File: src/rtl/ofdm_rx_deserializer.sv
// ---------------------------------------------------------------------------
// ofdm_rx_deserializer
//   Receive-side deserialiser for the OFDM chain. It hunts for SYNC_LEN
//   consecutive SYNC_WORD symbols. Once locked, it frames the next FRAME_LEN
//   symbols into a symbol FIFO. A shift register then re-serialises the FIFO
//   contents LSB-first as a gapless bit stream.
//
// Ports
//   clk        : rising-edge clock
//   reset      : synchronous active-high reset (clears every output and state)
//   sym_in     : received SYM_W-bit symbol
//   sym_valid  : sym_in valid; with sym_valid=0 the framing FSM holds
//   x_out      : recovered serial bit (registered)
//   x_valid    : x_out valid this cycle
//   x_sof      : marks bit0 of the first symbol of each frame
//   locked     : high while the framer is in its DATA state
//   overflow   : sticky flag, a data symbol was dropped on a full FIFO
//   fifo_level : FIFO occupancy after the previous edge
// ---------------------------------------------------------------------------
module ofdm_rx_deserializer #(
  parameter int                SYM_W      = 4,
  parameter logic [SYM_W-1:0]  SYNC_WORD  = 4'b0110,
  parameter int                SYNC_LEN   = 2,
  parameter int                FRAME_LEN  = 8,
  parameter int                FIFO_DEPTH = 16
) (
  input  logic                          clk,
  input  logic                          reset,
  input  logic [SYM_W-1:0]              sym_in,
  input  logic                          sym_valid,
  output logic                          x_out,
  output logic                          x_valid,
  output logic                          x_sof,
  output logic                          locked,
  output logic                          overflow,
  output logic [$clog2(FIFO_DEPTH):0]   fifo_level
);

  localparam int SC_W = $clog2(SYNC_LEN + 1);
  localparam int FC_W = $clog2(FRAME_LEN + 1);
  localparam int AW   = $clog2(FIFO_DEPTH);
  localparam int LW   = AW + 1;
  localparam int BC_W = $clog2(SYM_W + 1);

  localparam logic [SC_W-1:0] SYNC_LAST  = SC_W'(SYNC_LEN - 1);
  localparam logic [FC_W-1:0] FRAME_LAST = FC_W'(FRAME_LEN - 1);
  localparam logic [LW-1:0]   LVL_FULL   = LW'(FIFO_DEPTH);
  localparam logic [BC_W-1:0] BITS_FULL  = BC_W'(SYM_W);
  localparam logic [BC_W-1:0] BITS_ONE   = BC_W'(1);

  typedef enum logic {HUNT, DATA} state_t;

  state_t            state_q, state_d;
  logic [SC_W-1:0]   sync_cnt_q, sync_cnt_d;
  logic [FC_W-1:0]   frame_cnt_q, frame_cnt_d;
  logic              locked_q, locked_d;

  // FIFO storage holds {sof_tag, symbol}; occupancy is tracked by level_q.
  logic [SYM_W:0]    fifo_mem [FIFO_DEPTH];
  logic [AW-1:0]     wr_ptr_q, wr_ptr_d;
  logic [AW-1:0]     rd_ptr_q, rd_ptr_d;
  logic [LW-1:0]     level_q, level_d;
  logic              ovf_q, ovf_d;

  logic [SYM_W-1:0]  sh_q, sh_d;
  logic [BC_W-1:0]   bit_cnt_q, bit_cnt_d;   // bits still to emit from sh_q
  logic              sof_q, sof_d;           // tag of the symbol in sh_q
  logic              x_out_q, x_out_d;
  logic              x_valid_q, x_valid_d;
  logic              x_sof_q, x_sof_d;

  logic              push, push_sof, pop, wr_en, fifo_empty, fifo_full;

  always_comb begin
    state_d     = state_q;
    sync_cnt_d  = sync_cnt_q;
    frame_cnt_d = frame_cnt_q;
    push        = 1'b0;
    push_sof    = 1'b0;

    // Framing FSM: only valid symbols move it.
    if (sym_valid) begin
      case (state_q)
        HUNT: begin
          if (sym_in == SYNC_WORD) begin
            if (sync_cnt_q == SYNC_LAST) begin
              state_d     = DATA;
              sync_cnt_d  = '0;
              frame_cnt_d = '0;
            end else begin
              sync_cnt_d = sync_cnt_q + SC_W'(1);
            end
          end else begin
            sync_cnt_d = '0;
          end
        end
        DATA: begin
          // Every data symbol is framed, SYNC_WORD values included.
          push     = 1'b1;
          push_sof = (frame_cnt_q == '0);
          if (frame_cnt_q == FRAME_LAST) begin
            state_d     = HUNT;
            sync_cnt_d  = '0;
            frame_cnt_d = '0;
          end else begin
            frame_cnt_d = frame_cnt_q + FC_W'(1);
          end
        end
        default: state_d = HUNT;
      endcase
    end
    locked_d = (state_d == DATA);

    // FIFO: a pop frees a slot in the same cycle, so push+pop while full
    // is accepted; a push into a full FIFO without a pop is dropped.
    fifo_empty = (level_q == '0);
    fifo_full  = (level_q == LVL_FULL);
    pop        = (bit_cnt_q <= BITS_ONE) && !fifo_empty;
    wr_en      = push && (!fifo_full || pop);
    ovf_d      = ovf_q | (push && fifo_full && !pop);
    level_d    = level_q + LW'(wr_en) - LW'(pop);
    wr_ptr_d   = wr_en ? wr_ptr_q + AW'(1) : wr_ptr_q;
    rd_ptr_d   = pop   ? rd_ptr_q + AW'(1) : rd_ptr_q;

    // Serialiser: emit sh_q[0] while bits remain; reload on the last bit
    // so the next symbol's bit0 follows without a gap.
    sh_d      = sh_q;
    bit_cnt_d = bit_cnt_q;
    sof_d     = sof_q;
    x_out_d   = 1'b0;
    x_valid_d = 1'b0;
    x_sof_d   = 1'b0;
    if (bit_cnt_q != '0) begin
      x_out_d   = sh_q[0];
      x_valid_d = 1'b1;
      x_sof_d   = sof_q && (bit_cnt_q == BITS_FULL);
      sh_d      = sh_q >> 1;
      bit_cnt_d = bit_cnt_q - BITS_ONE;
    end
    if (pop) begin
      {sof_d, sh_d} = fifo_mem[rd_ptr_q];
      bit_cnt_d     = BITS_FULL;
    end
  end

  always_ff @(posedge clk) begin
    if (reset) begin
      state_q     <= HUNT;
      sync_cnt_q  <= '0;
      frame_cnt_q <= '0;
      locked_q    <= 1'b0;
      wr_ptr_q    <= '0;
      rd_ptr_q    <= '0;
      level_q     <= '0;
      ovf_q       <= 1'b0;
      sh_q        <= '0;
      bit_cnt_q   <= '0;
      sof_q       <= 1'b0;
      x_out_q     <= 1'b0;
      x_valid_q   <= 1'b0;
      x_sof_q     <= 1'b0;
    end else begin
      state_q     <= state_d;
      sync_cnt_q  <= sync_cnt_d;
      frame_cnt_q <= frame_cnt_d;
      locked_q    <= locked_d;
      wr_ptr_q    <= wr_ptr_d;
      rd_ptr_q    <= rd_ptr_d;
      level_q     <= level_d;
      ovf_q       <= ovf_d;
      sh_q        <= sh_d;
      bit_cnt_q   <= bit_cnt_d;
      sof_q       <= sof_d;
      x_out_q     <= x_out_d;
      x_valid_q   <= x_valid_d;
      x_sof_q     <= x_sof_d;
    end
  end

  // Storage needs no reset: occupancy and pointers define what is valid.
  always_ff @(posedge clk) begin
    if (wr_en && !reset) begin
      fifo_mem[wr_ptr_q] <= {push_sof, sym_in};
    end
  end

  assign x_out      = x_out_q;
  assign x_valid    = x_valid_q;
  assign x_sof      = x_sof_q;
  assign locked     = locked_q;
  assign overflow   = ovf_q;
  assign fifo_level = level_q;

endmodule

File: config.mk
export PLATFORM = sky130hd
export DESIGN_NAME = ofdm_rx_deserializer
export DESIGN_NICKNAME = d
export VERILOG_FILES = /design/src/rtl/ofdm_rx_deserializer.sv
export SDC_FILE = /design/constraint.sdc
export NUM_CORES = 1
export LEC_CHECK = 0
export CORE_MARGIN = 3
export CORE_UTILIZATION = 35
export DETAILED_ROUTE_END_ITERATION = 12
export RECOVER_POWER = 50
export SYNTH_ARGS = -nofsm -noshare
export SYNTH_HDL_FRONTEND = slang
export SYNTH_SLANG_ARGS = --single-unit
File: constraint.sdc
create_clock -name clk -period 6.85 [get_ports clk]
set_input_delay 1.0275 -clock clk [delete_from_list [all_inputs] [get_ports clk]]
set_output_delay 1.0275 -clock clk [all_outputs]
set_load 0.01 [all_outputs]
==> flow_metrics.env, run 1 <==
export IMPL_start_util_pct=36.2
export IMPL_num_rows=42
export IMPL_wl_um=9090
export IMPL_critPathKind="in2reg"
export IMPL_first_pass_iters=4
export IMPL_powerDensity_nw_per_um2=361
export IMPL_ant_nets=0
export IMPL_setup_viol=0
export IMPL_ios=17
export IMPL_cts_resized_gates=0
export IMPL_post_route_util_pct=43.4
export IMPL_die_width_um=124
export IMPL_drive_above_1_share_pct=13.9
export IMPL_rsz0062_at_grt="no"
export IMPL_htreeDepth=4
export IMPL_drc=0
export IMPL_max_freq_mhz=249
export IMPL_total_power_mw=2.11
export IMPL_vias=2714
export IMPL_multi_input_area_um2=1630
export IMPL_clockBufferDepth=2
export IMPL_finalNonFillerCells=537
export IMPL_cp_start_kind="primary input"
export IMPL_core_area_um2=13500
export IMPL_synth_area_leaders="edfxtp_1 49%, dfxtp_1 15%, mux4_1 7.6%"
export IMPL_yosysMostFrequentCell="edfxtp_1"
export IMPL_grt_pass1_vias=2704
export IMPL_dp_hpwl_um=5980
export IMPL_fin_crit_ns=4.01
export IMPL_drv_slew=40
export IMPL_syn_inst=323
export IMPL_synth_fp_nets=347
export IMPL_clk_latency_ns=0.41
export IMPL_synth_seq_cells=116
export IMPL_synthFlopType="edfxtp_1"
export IMPL_yosysTopAreaCell="edfxtp_1"
export IMPL_grt_pass1_wl_um=14800
export IMPL_globalplace_congestion=0.782
export IMPL_route_detailed_vias_per_inst=5.05
export IMPL_syn_avg_cell_area_um2=15.1
export IMPL_clk_pin_slew_ns=0.05
export IMPL_worstPathRequired_ns=7.16
export IMPL_finalSetupTns_ns=0
export IMPL_cp_max_fo=10
export IMPL_register_area_um2=3120
export IMPL_wl_per_cell_um=16.9
export IMPL_slew_headroom_pct=-7.98
export IMPL_netlist_area_um2=4870
export IMPL_antenna_cells=0
export IMPL_dieHeight_um=124
export IMPL_min_path_type="reg2reg"
export IMPL_io_buffers=16
export IMPL_antenna_found_initial=0
export IMPL_fin_crit_sh_pct=58.6
export IMPL_fin_area_um2=5830
export IMPL_track_usage_pct=13.4
export IMPL_drt_iter0_drc=260
export IMPL_finClkSkew_ns=0.00993
export IMPL_max_cap_viol_count=1
export IMPL_worst_slew_pin_slew_ns=1.62
export IMPL_synth_top_cell_area_share_pct=49.3
export IMPL_yosysUniqueCellTypes=44
export IMPL_postPlaceCellArea_um2=5220
export IMPL_async_reset_ff_share_pct=0
export IMPL_cts_tree="built"
export IMPL_worst_ep_arrival_time_ns=4.33
export IMPL_dp_cells=505
export IMPL_die_area_um2=15400
export IMPL_syn_to_final_growth_pct=19.7
export IMPL_status="finished with violations"
export IMPL_ys_seq_area_share_pct=64.1
export IMPL_cp_end_kind="register"
export IMPL_violations="max-capacitance violations, max-slew violations"
export IMPL_fillers=1221
export IMPL_final_net_count=372
export IMPL_cts_hold_buf=0
export IMPL_synth_edff_count=80
export IMPL_clockRootBuffer="clkbuf_16"
export IMPL_hold_viol_final=0
export IMPL_grt_max_degree=40
export IMPL_cts_sinks=116
export IMPL_numCtsBuffers=17
export IMPL_yosysWarningCount=0
export IMPL_max_vdd_ir_drop_v=0.000199
export IMPL_post_cts_buffers=0
export IMPL_overflow=0
export IMPL_p_leak_nw=1.93
export IMPL_synth_commonest_cells="80 x edfxtp_1, 36 x dfxtp_1, 27 x nor2_1"
-- cells by family after synthesis --
kind of cell    after synthesis  synth area share, %
compound gates               36                 4.34
xor+xnor                      6                 1.08
buf+inv                      28                 2.49
mux                          32                 14.2
simple gates                 88                 9.30
flops                       116                 64.1
fa+ha+maj                    17                 4.52
-- state kept, by name, summed over array words and instances, names as in the netlist, named ones only --
register / cells
x_out: 1
sync_cnt_q: 2
frame_cnt_q: 4
fifo_mem: 80
overflow: 1
locked: 1
wr_ptr_q: 4
x_sof: 1
fifo_level: 5
rd_ptr_q: 4
x_valid: 1
bit_cnt_q: 3
sh_q: 4
sof_q: 1
-- worst max-delay path: stages --
cell and delay (ns):
dlygate4sd3_1 0.64, inv_1 0.13, nor2_1 0.48, nand2_1 0.33, ha_1 0.38, inv_1 0.04, ha_1 0.20, fa_1 0.41
a21oi_1 0.16, nor2_1 0.06, or3_1 0.34, a21oi_1 0.14
-- cell type report --
class	count	share of cell area, %
clock buffer	17	7.29
clock inverter	15	3.52
inverter	15	0.965
multi-input combinational	179	27.9
sequential	116	53.5
tap	176	3.78
timing repair buffer	19	3.00
-- power breakdown --
part           internal [mW]  total (mW)  leakage, nW  switching (mW)
logic                  0.170       0.343        0.637           0.173
clock network          0.611       0.933        0.300           0.322
registers              0.790       0.830        0.994          0.0396
total                   1.57        2.11         1.93           0.535
-- cells in the final DEF, fill, tap and decap left out, types with 6 or more instances in the layout --
master           count
ha_1                16
dfxtp_1             36
o21ai_0              8
edfxtp_1            80
clkbuf_16           17
mux4_1              14
nand2_1             18
nor2_1              27
clkdlybuf4s50_1      8
nor2b_1              6
dlygate4sd3_1        8
a21oi_1             20
mux4_2              11
inv_1               14
nand3_1              6
-- worst paths after layout --
check	end	depth (start not counted)	slack, ns	from
min	sof_q	2	0.46	sof_q
min reg2reg	sof_q	2	0.46	sof_q
max reg2reg	fifo_level[4]	13	3.44	bit_cnt_q[1]
max	fifo_level[4]	12	2.84	sym_valid
-- per-stage QoR --
step,hold WS (ns),setup WS (ns)
floorplan,0.426,3.59
global placement,0.453,2.65
detailed placement,0.451,2.58
CTS,0.458,2.99
global route,0.491,2.62
finish,0.462,2.84
-- per-layer routing --
| layer | vias to the layer above | track usage, % | share of wire [%] |
|---|---|---|---|
| met2 | 80 | 20.7 | 48 |
| met3 | 4 | 5.63 | 7.3 |
| met5 | - | 0 | 0 |
| met4 | 0 | 3.49 | 0.48 |
| met1 | 1340 | 17.5 | 44 |
| li1 | 1290 | - | - |
Note: power is estimated with default switching activity, not from simulation.
==> run 2, diff against run 1 <==
clock period = 4.2 ns   (was 6.85 ns; I/O delays follow)
==> run 2 against run 1 <==
The run still ends with max-capacitance violations, max-slew violations left. Core utilization down 0.056 points. Setup slack worse by 2.0 ns. Critical path depth up 1. Critical path type is now reg2reg. Die area unchanged. Final area down 0.13%. Count of clock-buffer cells in the layout up 1. Global-route usage up 0.41 points. Highest routed layer unchanged. Sequential cell count unchanged.
==> flow_metrics.env, run 2 (synthesized netlist as in run 1, its figures left out) <==
export IMPL_ios=17
export IMPL_dieHeight_um=124
export IMPL_cp_max_fo=7
export IMPL_die_area_um2=15400
export IMPL_max_vdd_ir_drop_v=0.000315
export IMPL_crit_path_top_delay_cell="o2111ai_1"
export IMPL_final_net_count=378
export IMPL_largest_reg_flops=80
export IMPL_globalplace_congestion=0.853
export IMPL_min_path_type="reg2reg"
export IMPL_io_buffers=16
export IMPL_p_leak_nw=1.95
export IMPL_critPathMostFrequentCell="ha_1"
export IMPL_critPathKind="reg2reg"
export IMPL_cp_end_kind="register"
export IMPL_place_ws_ns=0.788
export IMPL_cp_depth=13
export IMPL_total_power_mw=3.31
export IMPL_wl_per_cell_um=17.2
export IMPL_worst_ep_arrival_time_ns=3.65
export IMPL_setup_slack_ns=0.859
export IMPL_grt_max_degree=40
export IMPL_route_detailed_vias_per_inst=4.97
export IMPL_hold_viol_final=0
export IMPL_grt_pass1_vias=2727
export IMPL_htreeDepth=4
export IMPL_cp_top_family="adder cells"
export IMPL_clk_latency_ns=0.41
export IMPL_drv_slew=40
export IMPL_drt_iter0_drc=226
export IMPL_cts_hold_buf=0
export IMPL_rsz0062_at_grt="no"
export IMPL_cts_tree="built"
export IMPL_met3_usage_pct=5.40
export IMPL_fin_crit_sh_pct=79.6
export IMPL_fillers=1227
export IMPL_critical_path_cell_chain="inv_1 > ha_1 > o21ba_2 > o2111ai_1 > nand2_1 > ha_1 > inv_1 > ha_1 > fa_1 > a21oi_1 > nor2_1 > or3_1 > a21oi_1"
export IMPL_cts_sinks=116
export IMPL_postPlaceCellArea_um2=5260
export IMPL_holdPathStages=1
export IMPL_path_buf_inv=2
export IMPL_cts_resized_gates=0
export IMPL_max_freq_mhz=299
export IMPL_r2r_cells=13
export IMPL_use_met1_pct=18.6
export IMPL_clockRootBuffer="clkbuf_16"
export IMPL_slew_headroom_pct=-8.54
export IMPL_worstPathRequired_ns=4.51
export IMPL_dp_hpwl_um=6190
export IMPL_syn_to_final_growth_pct=19.6
export IMPL_drc=0
export IMPL_antenna_found_initial=0
export IMPL_grt_pass1_wl_um=15300
export IMPL_status="finished with violations"
export IMPL_track_usage_pct=13.8
export IMPL_layout_commonest_cell="edfxtp_1"
export IMPL_violations="max-capacitance violations, max-slew violations"
export IMPL_drive_above_1_share_pct=14.7
export IMPL_ant_nets=0
export IMPL_start_util_pct=36.2
export IMPL_wl_um=9330
export IMPL_grt_most_used_layer="met2"
export IMPL_clockBufferDepth=2
export IMPL_regMostFlops="fifo_mem"
export IMPL_finClkSkew_ns=0.0144
export IMPL_vias=2697
export IMPL_fin_area_um2=5830
export IMPL_num_rows=42
export IMPL_grtUsageMet2_pct=20.6
export IMPL_first_pass_iters=4
export IMPL_numCtsBuffers=17
export IMPL_worst_slew_pin_slew_ns=1.63
export IMPL_final_cell_mix="80 x edfxtp_1, 36 x dfxtp_1, 27 x nor2_1, 20 x a21oi_1, 18 x nand2_1"
export IMPL_max_cap_viol_count=1
export IMPL_cp_start_kind="register"
export IMPL_die_width_um=124
export IMPL_core_area_um2=13500
export IMPL_antenna_cells=0
export IMPL_fin_hold_ws_ns=0.460
export IMPL_setup_viol=0
export IMPL_clk_pin_slew_ns=0.05
export IMPL_max_stage_delay_ns=0.50
export IMPL_post_cts_buffers=0
export IMPL_overflow=0
export IMPL_finalSetupTns_ns=0
export IMPL_fin_crit_ns=3.34
export IMPL_powerDensity_nw_per_um2=568
-- run 2: cell count changes in the layout (fill, tap and decap cells not counted) --
cell / change
and2_0: -1
and2_1: +1
buf_4: +5
bufinv_16: -2
clkbuf_1: +2
clkdlybuf4s50_1: -5
clkinv_4: -2
clkinvlp_4: +1
dlygate4sd3_1: +5
inv_6: +2
-- run 2: path summary, 6_finish.rpt --
| kind | slack, ns | start | endpoint |
|---|---|---|---|
| setup reg to reg | 0.86 | bit_cnt_q[1] | fifo_level[4] |
| hold reg to reg | 0.46 | sh_q[0] | x_out |
| hold / removal | 0.46 | sh_q[0] | x_out |
| setup / recovery | 0.86 | bit_cnt_q[1] | fifo_level[4] |
-- run 2: report_power, final --
group	internal, mW	switching, mW	leakage, nW
Sequential	1.29	0.0668	0.994
Clock	0.878	0.521	0.274
Combinational	0.273	0.283	0.679
Total	2.44	0.870	1.95
-- run 2: final cells by class --
| type | instances | area [µm²] | area share (%) |
|---|---|---|---|
| timing repair buffer | 25 | 216 | 3.72 |
| tap | 176 | 220 | 3.78 |
| inverter | 15 | 56.3 | 0.966 |
| multi-input combinational | 179 | 1630 | 27.9 |
| clock buffer | 18 | 429 | 7.37 |
| clock inverter | 14 | 153 | 2.62 |
| sequential | 116 | 3120 | 53.6 |
-- run 2: layer usage --
layer	up-vias	part of all wire [%]
met4	0	1.4
li1	1303	-
met2	65	47
met1	1318	47
met5	-	0
met3	11	4.8
-- run 2: stage by stage --
| stage | util, % | std cells |
|---|---|---|
| final | 43.3 | 543 |
| after global routing | 43.3 | 543 |
| after CTS | 43.4 | 543 |
| after detailed placement | 39.1 | 511 |
| after global placement | 39.1 | 511 |
| after floorplan | - | 323 |
